===== config.mk =====
export PLATFORM = sky130hd
export DESIGN_NAME = polymul_ring_engine
export DESIGN_NICKNAME = d
export VERILOG_FILES = /design/src/rtl/polymul_ring_engine.sv
export SDC_FILE = /design/constraint.sdc
export NUM_CORES = 1
export LEC_CHECK = 0
export BUFFER_PORTS_ARGS = -buffer_cell sky130_fd_sc_hd__clkbuf_2
export CAP_MARGIN = 20
export CORE_UTILIZATION = 64
export CTS_BUF_LIST = sky130_fd_sc_hd__clkbuf_4 sky130_fd_sc_hd__clkbuf_8 sky130_fd_sc_hd__clkbuf_16
export CTS_CLUSTER_DIAMETER = 200
export CTS_CLUSTER_SIZE = 8
export DETAILED_ROUTE_END_ITERATION = 12
export GPL_TIMING_DRIVEN = 0
export PLACE_DENSITY = 0.83
export SLEW_MARGIN = 40
export SYNTH_ARGS = -nofsm -noshare
export SYNTH_HDL_FRONTEND = slang
export SYNTH_SLANG_ARGS = --single-unit
export TNS_END_PERCENT = 100

===== constraint.sdc =====
create_clock -name clk -period 24.4 [get_ports clk]
set_input_delay 1.22 -clock clk [delete_from_list [all_inputs] [get_ports clk]]
set_output_delay 1.22 -clock clk [all_outputs]
set_load 0.05 [all_outputs]

===== src/rtl/polymul_ring_engine.sv =====
// Schoolbook polynomial multiplier over Z_Q, optionally reduced mod x^P - x - 1, accumulating into RAM c.
// Latency: 2 + N + 2*T + 2*F cycles from the start-sampling edge to done (2 cycles for a rejected start).
// Backpressure: none; start is sampled only in IDLE and ignored while busy. RAMs are fixed 1-cycle read latency.
//
// Ports: clk, rst_n (async active-low); start/mode/dega/degb command (latched on accept);
//        busy/done/err/deg status; a_addr/a_rdata, b_addr/b_rdata operand RAM reads;
//        c_raddr/c_rdata, c_waddr/c_wdata/c_we result RAM read-modify-write.
module polymul_ring_engine #(
  parameter int CW = 13,
  parameter int AW = 11,
  parameter int Q  = 4591,
  parameter int P  = 757
) (
  input  logic          clk,
  input  logic          rst_n,
  input  logic          start,
  input  logic          mode,
  input  logic [AW-1:0] dega,
  input  logic [AW-1:0] degb,
  output logic          busy,
  output logic          done,
  output logic          err,
  output logic [AW-1:0] deg,
  output logic [AW-1:0] a_addr,
  input  logic [CW-1:0] a_rdata,
  output logic [AW-1:0] b_addr,
  input  logic [CW-1:0] b_rdata,
  output logic [AW-1:0] c_raddr,
  input  logic [CW-1:0] c_rdata,
  output logic [AW-1:0] c_waddr,
  output logic [CW-1:0] c_wdata,
  output logic          c_we
);

  typedef enum logic [2:0] {
    IDLE, CHECK, CLEAR, RD, WR, F2RD, F2WR, DONE
  } state_t;

  localparam logic [AW:0]     P_W = (AW+1)'(P);
  localparam logic [2*CW:0]   Q_W = (2*CW+1)'(Q);

  state_t state, state_nx;

  logic                mode_r;
  logic [AW-1:0]       dega_r, degb_r;
  logic [AW-1:0]       i_r, j_r;
  logic [AW:0]         n_r, nlim_r;
  logic [AW-1:0]       deg_r;
  logic [AW-1:0]       waddr_r;   // address of the current term's primary RMW
  logic                fold_r;    // current term needs the x^(k-P+1) fold
  logic                err_r;
  logic [2*CW-1:0]     prod_r;    // product kept for the fold write

  logic [AW:0]         degsum;
  logic                reject;
  logic [AW:0]         k;
  logic                k_fold;
  logic [AW-1:0]       k_addr;
  logic                last_term;
  logic                clear_last;
  logic [2*CW-1:0]     prod_cur;

  // Full reduction of a sum that is at most (Q-1) + (2^CW-1)^2.
  function automatic logic [CW-1:0] mod_q(input logic [2*CW:0] x);
    return CW'(x % Q_W);
  endfunction

  assign degsum     = {1'b0, dega_r} + {1'b0, degb_r};
  assign reject     = mode_r ? (({1'b0, dega_r} >= P_W) || ({1'b0, degb_r} >= P_W))
                             : degsum[AW];
  assign k          = {1'b0, i_r} + {1'b0, j_r};
  assign k_fold     = mode_r && (k >= P_W);
  assign k_addr     = AW'(k_fold ? (k - P_W) : k);
  assign last_term  = (i_r == dega_r) && (j_r == degb_r);
  assign clear_last = (n_r == nlim_r - 1'b1);
  assign prod_cur   = (2*CW)'(a_rdata) * (2*CW)'(b_rdata);
  assign deg        = deg_r;

  always_ff @(posedge clk or negedge rst_n) begin
    if (!rst_n) begin
      state <= IDLE;
    end else begin
      state <= state_nx;
    end
  end

  always_ff @(posedge clk or negedge rst_n) begin
    if (!rst_n) begin
      mode_r  <= 1'b0;
      dega_r  <= '0;
      degb_r  <= '0;
      i_r     <= '0;
      j_r     <= '0;
      n_r     <= '0;
      nlim_r  <= '0;
      deg_r   <= '0;
      waddr_r <= '0;
      fold_r  <= 1'b0;
      err_r   <= 1'b0;
      prod_r  <= '0;
    end else begin
      case (state)
        IDLE: begin
          if (start) begin
            mode_r <= mode;
            dega_r <= dega;
            degb_r <= degb;
          end
        end
        CHECK: begin
          err_r <= reject;
          n_r   <= '0;
          i_r   <= '0;
          j_r   <= '0;
          if (!reject) begin
            nlim_r <= mode_r ? P_W : degsum + 1'b1;
            deg_r  <= mode_r ? AW'(P - 1) : degsum[AW-1:0];
          end
        end
        CLEAR: n_r <= n_r + 1'b1;
        RD: begin
          waddr_r <= k_addr;
          fold_r  <= k_fold;
        end
        default: ;
      endcase

      if (state == WR) begin
        prod_r <= prod_cur;
      end

      // Step to the next term once the current one has finished all its writes.
      if ((state == WR && !fold_r) || state == F2WR) begin
        if (j_r == degb_r) begin
          j_r <= '0;
          i_r <= i_r + 1'b1;
        end else begin
          j_r <= j_r + 1'b1;
        end
      end
    end
  end

  always_comb begin
    state_nx = state;
    busy     = 1'b0;
    done     = 1'b0;
    err      = 1'b0;
    a_addr   = '0;
    b_addr   = '0;
    c_raddr  = '0;
    c_waddr  = '0;
    c_wdata  = '0;
    c_we     = 1'b0;
    case (state)
      IDLE: begin
        if (start) state_nx = CHECK;
      end
      CHECK: begin
        busy     = 1'b1;
        state_nx = reject ? DONE : CLEAR;
      end
      CLEAR: begin
        busy    = 1'b1;
        c_we    = 1'b1;
        c_waddr = n_r[AW-1:0];
        if (clear_last) state_nx = RD;
      end
      RD: begin
        busy     = 1'b1;
        a_addr   = i_r;
        b_addr   = j_r;
        c_raddr  = k_addr;
        state_nx = WR;
      end
      WR: begin
        busy    = 1'b1;
        c_we    = 1'b1;
        c_waddr = waddr_r;
        c_wdata = mod_q((2*CW+1)'(c_rdata) + (2*CW+1)'(prod_cur));
        if (fold_r)         state_nx = F2RD;
        else if (last_term) state_nx = DONE;
        else                state_nx = RD;
      end
      F2RD: begin
        // x^k = x^(k-P) + x^(k-P+1); the second half lands one address up.
        busy     = 1'b1;
        c_raddr  = waddr_r + 1'b1;
        state_nx = F2WR;
      end
      F2WR: begin
        busy     = 1'b1;
        c_we     = 1'b1;
        c_waddr  = waddr_r + 1'b1;
        c_wdata  = mod_q((2*CW+1)'(c_rdata) + (2*CW+1)'(prod_r));
        state_nx = last_term ? DONE : RD;
      end
      DONE: begin
        done     = 1'b1;
        err      = err_r;
        state_nx = IDLE;
      end
      default: state_nx = IDLE;
    endcase
  end

endmodule


Yosys cells after proc, flatten, opt, wreduce, memory -nomap -nowiden
Cells that the tools add are included.

Register bits: 122. Output and inout port bits: 72. Logic and storage cells: 83.

$add $sub $neg: 11. $mul: 1. Div/mod/pow operators: 2. $lt $le $gt $ge: 3. Equality and inequality tests: 12. Muxes and demuxes: 26. Bitwise logic cells: 1. Reductions and logical operators: 14.

Operators with widths (count): $mux W11 (10); $add A13 B26 Y27 (2); $mod A27 B13 Y27 const B (2); $add A11 B1 Y11 const B (3); $pmux W11 S3 (1); $mul A13 B13 Y26 (1); $pmux W13 S2 (1); $add A11 B11 Y12 (2); $add A12 B1 Y12 const B (2); $pmux W12 S2 (1); $pmux W3 S8 (1); $eq A11 B11 Y1 (2); $ge A11 B10 Y1 const B (2); $pmux W11 S2 (1); $mux W3 (5); $eq A12 B12 Y1 (1); $eq A3 B3 Y1 const B (4); $ge A12 B10 Y1 const B (1); $mux W12 (1); $sub A12 B1 Y12 const B (1); $sub A11 B10 Y11 const B (1); $eq A3 B2 Y1 const B (2); $reduce_and A2 Y1 (3); $reduce_or A6 Y1 (1); other kinds (10) (19).

Longest topological paths before layout
Gate-level depths: netlist (run 1).

Depth after elaboration: 5. Depth in mapped cells: 87. Gate-level depth less buffers: 75.

Least setup slack after synthesis (run 1)
OpenSTA, ideal clock, no wires.

Path type: in2out. Start: input port a_rdata[5]. End: output port c_wdata[3]. Arrival time: 20.538 ns. Required time: 23.180 ns. Setup slack: 2.642 ns. Stages on the path: 78. Buffers on the path: 5. Path through: clkbuf_1 -> and2_1 -> fa_1 -> inv_1 -> fa_1 -> inv_1 -> fa_1 -> inv_1 -> fa_1 -> fa_1 -> inv_1 -> ha_1 -> o211ai_1 -> o211ai_1 -> nand2_1 -> xor2_1 -> a21oi_1 -> ha_1 -> [42 not listed] -> xor2_1 -> o2111ai_2 -> and2_4 -> xnor2_1 -> inv_1 -> nand4_1 -> o21ai_2 -> a211oi_2 -> o21ai_2 -> buf_2 -> xnor2_1 -> ha_1 -> a21boi_2 -> o211a_1 -> o21ai_2 -> nand2_2 -> a31o_1 -> a21oi_1.

Longest elaborated chain between the ends: 4.

Ends and longest elaborated chain: start: declaration (line 25) `input logic [CW-1:0] a_rdata,`; $mul A13 B13 Y26 (line 76) `assign prod_cur = (2*CW)'(a_rdata) * (2*CW)'(b_rdata);`; $add A13 B26 Y27 (line 180) `c_wdata = mod_q((2*CW+1)'(c_rdata) + (2*CW+1)'(prod_cur));`; $mod A27 B13 Y27 (line 65) `return CW'(x % Q_W);`; $pmux W13 S2 (line 155) `case (state)`; end: declaration (line 31) `output logic [CW-1:0] c_wdata,`.

No other way between the ends.

Worst setup path after layout (run 1)
Start: input port b_rdata[5]. End: output port c_wdata[3].

Longest elaborated chain between the ends: 4.

Ends and longest elaborated chain: start: declaration (line 27) `input logic [CW-1:0] b_rdata,`; $mul A13 B13 Y26 (line 76); $add A13 B26 Y27 (line 180); $mod A27 B13 Y27 (line 65); $pmux W13 S2 (line 155).

No other way between the ends.

==> results of run 1 <==
[worst reg2reg max path, delay by kind of cell (launching register included)]
family / cells / cell delay (ns)
compound gates: 13 / 2.72
buf+inv: 2 / 0.61
flops: 1 / 0.47
fa+ha+maj: 1 / 0.33
simple gates: 1 / 0.17
[through the flow]
| step | hold WS, ns | TNS [ns] | instance area (sq um) |
|---|---|---|---|
| 3_5_place_dp | 0.466 | -1.06 | 23700 |
| 6_report | 0.478 | 0 | 25000 |
| 5_1_grt | 0.491 | -0.251 | 25000 |
| 2_1_floorplan | 0.442 | 0 | 22400 |
| 4_1_cts | 0.480 | 0 | 24300 |
| 3_3_place_gp | 0.462 | 0 | 23700 |
[logic make-up (layout without fill, tap and decap cells)]
group	Yosys count	in the layout	share of synthesized area, %
AND/OR/NAND/NOR	1072	1072	24.3
AO/OA/AOI/OAI	770	771	25.2
buffers and inverters	333	521	5.92
adder cells (fa/ha/maj)	244	244	17.7
XOR/XNOR	237	237	9.55
flip-flops	122	122	13.6
multiplexers	77	77	3.76
other	0	1	0
[final timing paths]
| path | cells after the start | from | slack [ns] | endpoint |
|---|---|---|---|---|
| hold / removal | 2 | prod_r[14] | 0.48 | prod_r[14] |
| hold reg to reg | 2 | prod_r[14] | 0.48 | prod_r[14] |
| max in group asynchronous | 2 | rst_n | 22.92 | prod_r[0] |
| min in group asynchronous | 1 | rst_n | 0.75 | deg[8] |
| setup reg to reg | 17 | dega_r[1] | 20.00 | nlim_r[2] |
| setup / recovery | 82 | b_rdata[5] | 0.97 | c_wdata[3] |
[metal layers]
layer	vias to the layer above	wire length [microns]
met2	1013	31500
met1	11000	26700
met5	-	0
met3	137	4470
met4	0	1440
li1	10500	-
[what timing repair did]
action	4_1_cts	5_1_grt
setup endpoints to repair	13	13
gates cloned	0	1
buffers inserted	0	22
gates resized for setup	4	88
pin swaps	0	18
[flip-flops by register name (all words and copies together), names as in the netlist]
| name | cells |
|---|---|
| deg | 11 |
| n_r | 12 |
| err_r | 1 |
| dega_r | 11 |
| j_r | 11 |
| mode_r | 1 |
| i_r | 11 |
| waddr_r | 11 |
| state | 3 |
| prod_r | 26 |
| nlim_r | 12 |
| degb_r | 11 |
| fold_r | 1 |
[area by class of cell]
type                            count  area share (%)
Antenna cell                        1          0.0100
Tap cell                          455            2.28
Multi-Input combinational cell   2401            74.3
Clock inverter                     15           0.616
Buffer                            108            1.95
Inverter                          222            3.34
Sequential cell                   122            12.2
Clock buffer                       17            1.70
Timing Repair Buffer              159            3.54
[cells in the mapped netlist, types with 18 or more instances]
| cell | instances |
|---|---|
| o21a_1 | 22 |
| a21oi_1 | 150 |
| nand2b_1 | 26 |
| o22ai_1 | 21 |
| a211oi_1 | 35 |
| nand4_1 | 34 |
| nand2_1 | 321 |
| nand3_1 | 91 |
| inv_1 | 221 |
| nor4_1 | 23 |
| ha_1 | 116 |
| xnor2_1 | 160 |
| a21o_1 | 27 |
| o211ai_1 | 27 |
| fa_1 | 124 |
| nor3_1 | 65 |
| nor2b_1 | 18 |
| or3_1 | 20 |
| and3_1 | 69 |
| o21ai_1 | 18 |
| a31oi_1 | 22 |
| and2_1 | 117 |
| o31ai_1 | 19 |
| mux2i_1 | 34 |
| nor2_1 | 205 |
| o21ai_0 | 173 |
| buf_2 | 18 |
| clkbuf_1 | 77 |
| xor2_1 | 68 |
| dfrtp_1 | 122 |
| mux2_2 | 35 |
==> out/qor.csv, run 1 <==
stage,metric,value,unit
grt,largest net degree at the start of global routing,70,
timing,Fin. Hold Viols,0,
layout,layout cells sized above 1,14.8,%
timing,Final WS setup,0.967,ns
clocking,deepest clock path buffer count,2,
grt,GRT Total Usage,35.2,%
setup_path,crit start category,input port,
place,placer congestion estimate,0.950,
floorplan,Placeable Area,34500,sq um
layout,NumNets Final,3336,
setup_path,Worst Path Max Fanout,10,
layout,footprint of the multi-input gates,18600,sq um
grt,most crowded layer after global routing,met2,
clocking,hold_buf cts,0,
layout,P&R area growth vs syn,11.3,%
logic_synthesis,Post-synth EDFFs,0,
place,cell count after placement,3447,
floorplan,row cnt,68,
logic_synthesis,post-synthesis async set-or-reset flop share,100,%
detailed_routing,TritonRoute pass-1 iters,6,
layout,Final Util,72.3,%
layout,# fillers,2757,
logic_synthesis,Mapped Avg Cell Area,7.86,sq um
floorplan,Initial Util,64.9,%
timing,Max Transition Viols Final,0,
logic_synthesis,Synth cell types,152,
place,Port Buffers,136,
logic_synthesis,"Seq/Total Area, Yosys",13.6,%
setup_path,Crit path required time,23.18,ns
floorplan,die area,35800,sq um
logic_synthesis,#FFs+latches synth,122,
setup_path,crit path DAT,22.21,ns
clocking,Inserted Clock Buffers,17,
place,Place WS,-0.239,ns
setup_path,Setup CP Type,in2out,
timing,Setup Skew,0.0122,ns
logic_synthesis,Post-Syn Nets,3160,
floorplan,# IOs,137,
setup_path,CP max stage delay,0.58,ns
grt,first-pass GRT wire length,105,mm
layout,"most common cell after layout, fill and taps aside",nand2_1,
clocking,Root Driver,clkbuf_16,
run_status,outcome,completed,
detailed_routing,Residual DRC,0,
floorplan,Die Width,189,microns
timing,worst slew pin tran,0.856,ns
grt,vias in the first global route,22000,
setup_path,crit path max-delay cell type,a221o_2,
logic_synthesis,top cell type by total area after synthesis,dfrtp_1,
grt,GR Overflow Total,0,
grt,met3 GRT Util,4.60,%
timing,relative slew slack,43.0,%
clocking,worst skew pair latency,0.43,ns
run,max-cap viol count,0,
setup_path,cell mode on critical path,fa_1,
detailed_routing,final WL,64.1,mm
clocking,clk slew on worst S/H paths,0.06,ns
grt,met2 usage,61.6,%
setup_path,CP bufs+invs,13,
logic_synthesis,Synth Cell Area,22400,sq um
setup_path,CP endpoint kind,output pin,
logic_synthesis,Yosys warning total,0,
timing,Finish-stage setup viols,0,
detailed_routing,vias per inst,6.47,
floorplan,Die Ht,189,microns
layout,"commonest cells after routing, fill and taps aside","320 x nand2_1, 221 x inv_1, 202 x nor2_1",
layout,post-route insts no fill,3500,
clocking,CTS tree,yes,
logic_synthesis,predominant post-synthesis flop cell,dfrtp_1,
timing,Final period util,96.0,%
logic_synthesis,Post-Synthesis Cells,2855,
timing,min Tclk post-route,23.43,ns
detailed_routing,detailed-route wire length per cell,18.3,microns
logic_synthesis,Area contributors post-synth,"dfrtp_1 14%, fa_1 11%, ha_1 6.5%",
clocking,clock tree sinks,122,
layout,Sequential cell area,3050,sq um
hold_path,Hold Path Class,reg2reg,
setup_path,cell family with most CP delay,compound AO/OA/AOI/OAI gates,
logic_synthesis,top cell type's share of synthesized area,13.6,%
place,dpl hpwl,50.4,mm
detailed_routing,Starting DRT DRC Count,1928,
detailed_routing,Routed Antenna Nets,0,
timing,f_max,42.7,MHz
grt,initial antenna violation count,1,
grt,met1 usage in global routing,45.0,%
clocking,CTS H-tree lvls,4,
detailed_routing,via count,22700,
Power of run 1 is left out: the tool's default activity adds up to more than one toggle a clock period on the data nets, which glitch-free logic cannot reach.
==> run 2, diff against run 1 <==
CORE_UTILIZATION = 42   (was 64)
PLACE_DENSITY = not set   (was 0.83)
clock period = 29 ns   (was 24.4 ns; I/O delays follow)
==> out/qor.csv, run 2 (same netlist as run 1, synthesis figures left out) <==
stage,metric,value,unit
run_status,outcome,completed,
grt,GR Overflow Total,0,
clocking,clk slew on worst S/H paths,0.06,ns
grt,vias in the first global route,21300,
clocking,Post CTS Setup Buffer Count,0,
setup_path,CP bufs+invs,11,
floorplan,Placeable Area,52700,sq um
timing,relative slew slack,41.8,%
clocking,CTS tree,yes,
timing,Final period util,88.2,%
floorplan,# IOs,137,
setup_path,Setup CP Type,in2out,
setup_path,Crit path required time,27.55,ns
floorplan,row cnt,84,
timing,Max Transition Viols Final,0,
place,placer congestion estimate,0.900,
setup_path,CP endpoint kind,output pin,
floorplan,die area,54300,sq um
detailed_routing,Starting DRT DRC Count,1397,
detailed_routing,via count,21900,
detailed_routing,final WL,66.1,mm
layout,"most common cell after layout, fill and taps aside",nand2_1,
clocking,hold_buf cts,0,
hold_path,Hold Path Class,reg2reg,
setup_path,Worst Path Max Fanout,10,
grt,initial antenna violation count,1,
setup_path,crit path DAT,24.13,ns
timing,Fin. Hold Viols,0,
detailed_routing,Residual DRC,0,
layout,NumNets Final,3316,
clocking,CTS H-tree lvls,4,
floorplan,Die Width,233,microns
detailed_routing,TritonRoute pass-1 iters,6,
clocking,worst skew pair latency,0.44,ns
grt,first-pass GRT wire length,109,mm
run,max-cap viol count,0,
layout,number of flip-flops in the largest register,26,
detailed_routing,vias per inst,5.89,
timing,Setup Skew,0.0137,ns
setup_path,RR Startpoint,j_r[0],
timing,Finish-stage setup viols,0,
grt,largest net degree at the start of global routing,63,
clocking,Inserted Clock Buffers,17,
hold_path,Hold Path Origin,prod_r[6],
setup_path,cell family with most CP delay,compound AO/OA/AOI/OAI gates,
layout,Antenna diodes,0,
setup_path,crit start category,input port,
detailed_routing,Routed Antenna Nets,0,
clocking,deepest clock path buffer count,2,
layout,P&R area growth vs syn,9.77,%
layout,"commonest cells after routing, fill and taps aside","321 x nand2_1, 221 x inv_1, 205 x nor2_1",
timing,TNS Setup,0,ns
layout,layout cells sized above 1,12.3,%
layout,# fillers,5311,
place,dpl hpwl,53.9,mm
place,Port Buffers,136,
timing,RSZ-0062 raised after global routing,no,
setup_path,crit path max-delay cell type,nor4_1,
timing,f_max,39.1,MHz
clocking,clock tree sinks,122,
clocking,Root Driver,clkbuf_16,
floorplan,Die Ht,233,microns
layout,biggest regs,"prod_r x26, n_r x12, nlim_r x12",
grt,GRT Total Usage,24.4,%
detailed_routing,detailed-route wire length per cell,17.8,microns
setup_path,CP max stage delay,0.60,ns
clocking,# resized after CTS,0,
setup_path,crit path from,a_rdata[5],
timing,min Tclk post-route,25.58,ns
timing,worst slew pin tran,0.867,ns
floorplan,Initial Util,42.6,%
layout,most flop-heavy register,prod_r,
-- run 2: worst paths after layout --
kind,to,slack [ns],cells past startpoint
max,c_wdata[3],3.42,78
min,prod_r[6],0.48,2
max reg2reg,waddr_r[7],24.71,16
min reg2reg,prod_r[6],0.48,2
max in group asynchronous,prod_r[5],27.26,2
min in group asynchronous,j_r[3],0.97,1
-- run 2: per-stage QoR --
| step | instance area, sq um | hold slack [ns] | setup slack (ns) | utilization, % | instances |
|---|---|---|---|---|---|
| after floorplan | 22400 | 0.442 | 6.78 | - | 2855 |
| after global placement | 24000 | 0.462 | 4.10 | 45.5 | 3679 |
| after detailed placement | 24000 | 0.471 | 3.82 | 45.6 | 3680 |
| after CTS | 24600 | 0.485 | 3.67 | 46.8 | 3712 |
| after global routing | 24600 | 0.511 | 1.59 | 46.8 | 3712 |
| final | 24600 | 0.482 | 3.42 | 46.8 | 3712 |
-- run 2: metal layers --
layer  track usage (%)  share of wire (%)  vias to the layer above
met4              4.88                1.5                        2
met3              2.50                4.4                       76
met2              43.4                 50                      565
li1                  -                  -                    10500
met1              31.7                 45                    10700
met5                 0              0.020                        -
-- run 2: cell type report --
| cell class | instances | area (sq um) | area share (%) |
|---|---|---|---|
| Multi-Input combinational cell | 2400 | 18100 | 73.4 |
| Sequential cell | 122 | 3050 | 12.4 |
| Tap cell | 688 | 861 | 3.50 |
| Inverter | 222 | 833 | 3.38 |
| Timing Repair Buffer | 137 | 717 | 2.91 |
| Buffer | 111 | 494 | 2.01 |
| Clock buffer | 17 | 425 | 1.73 |
| Clock inverter | 15 | 171 | 0.696 |
-- run 2: worst register-to-register path, stage by stage, from the launching register on --
cell and delay [ns]:
dfrtp_1 0.52, ha_1 0.28, fa_1 0.40, a21o_1 0.17
a21oi_1 0.22, o21bai_1 0.09, a21oi_1 0.26, o21bai_1 0.11
a21oi_1 0.24, o21bai_1 0.10, a21oi_1 0.28, a21oi_1 0.14
o31ai_2 0.66, nor2_1 0.16, and3_1 0.24, xnor2_1 0.20
o21ai_0 0.11
Power of run 2 is left out for the same reason.
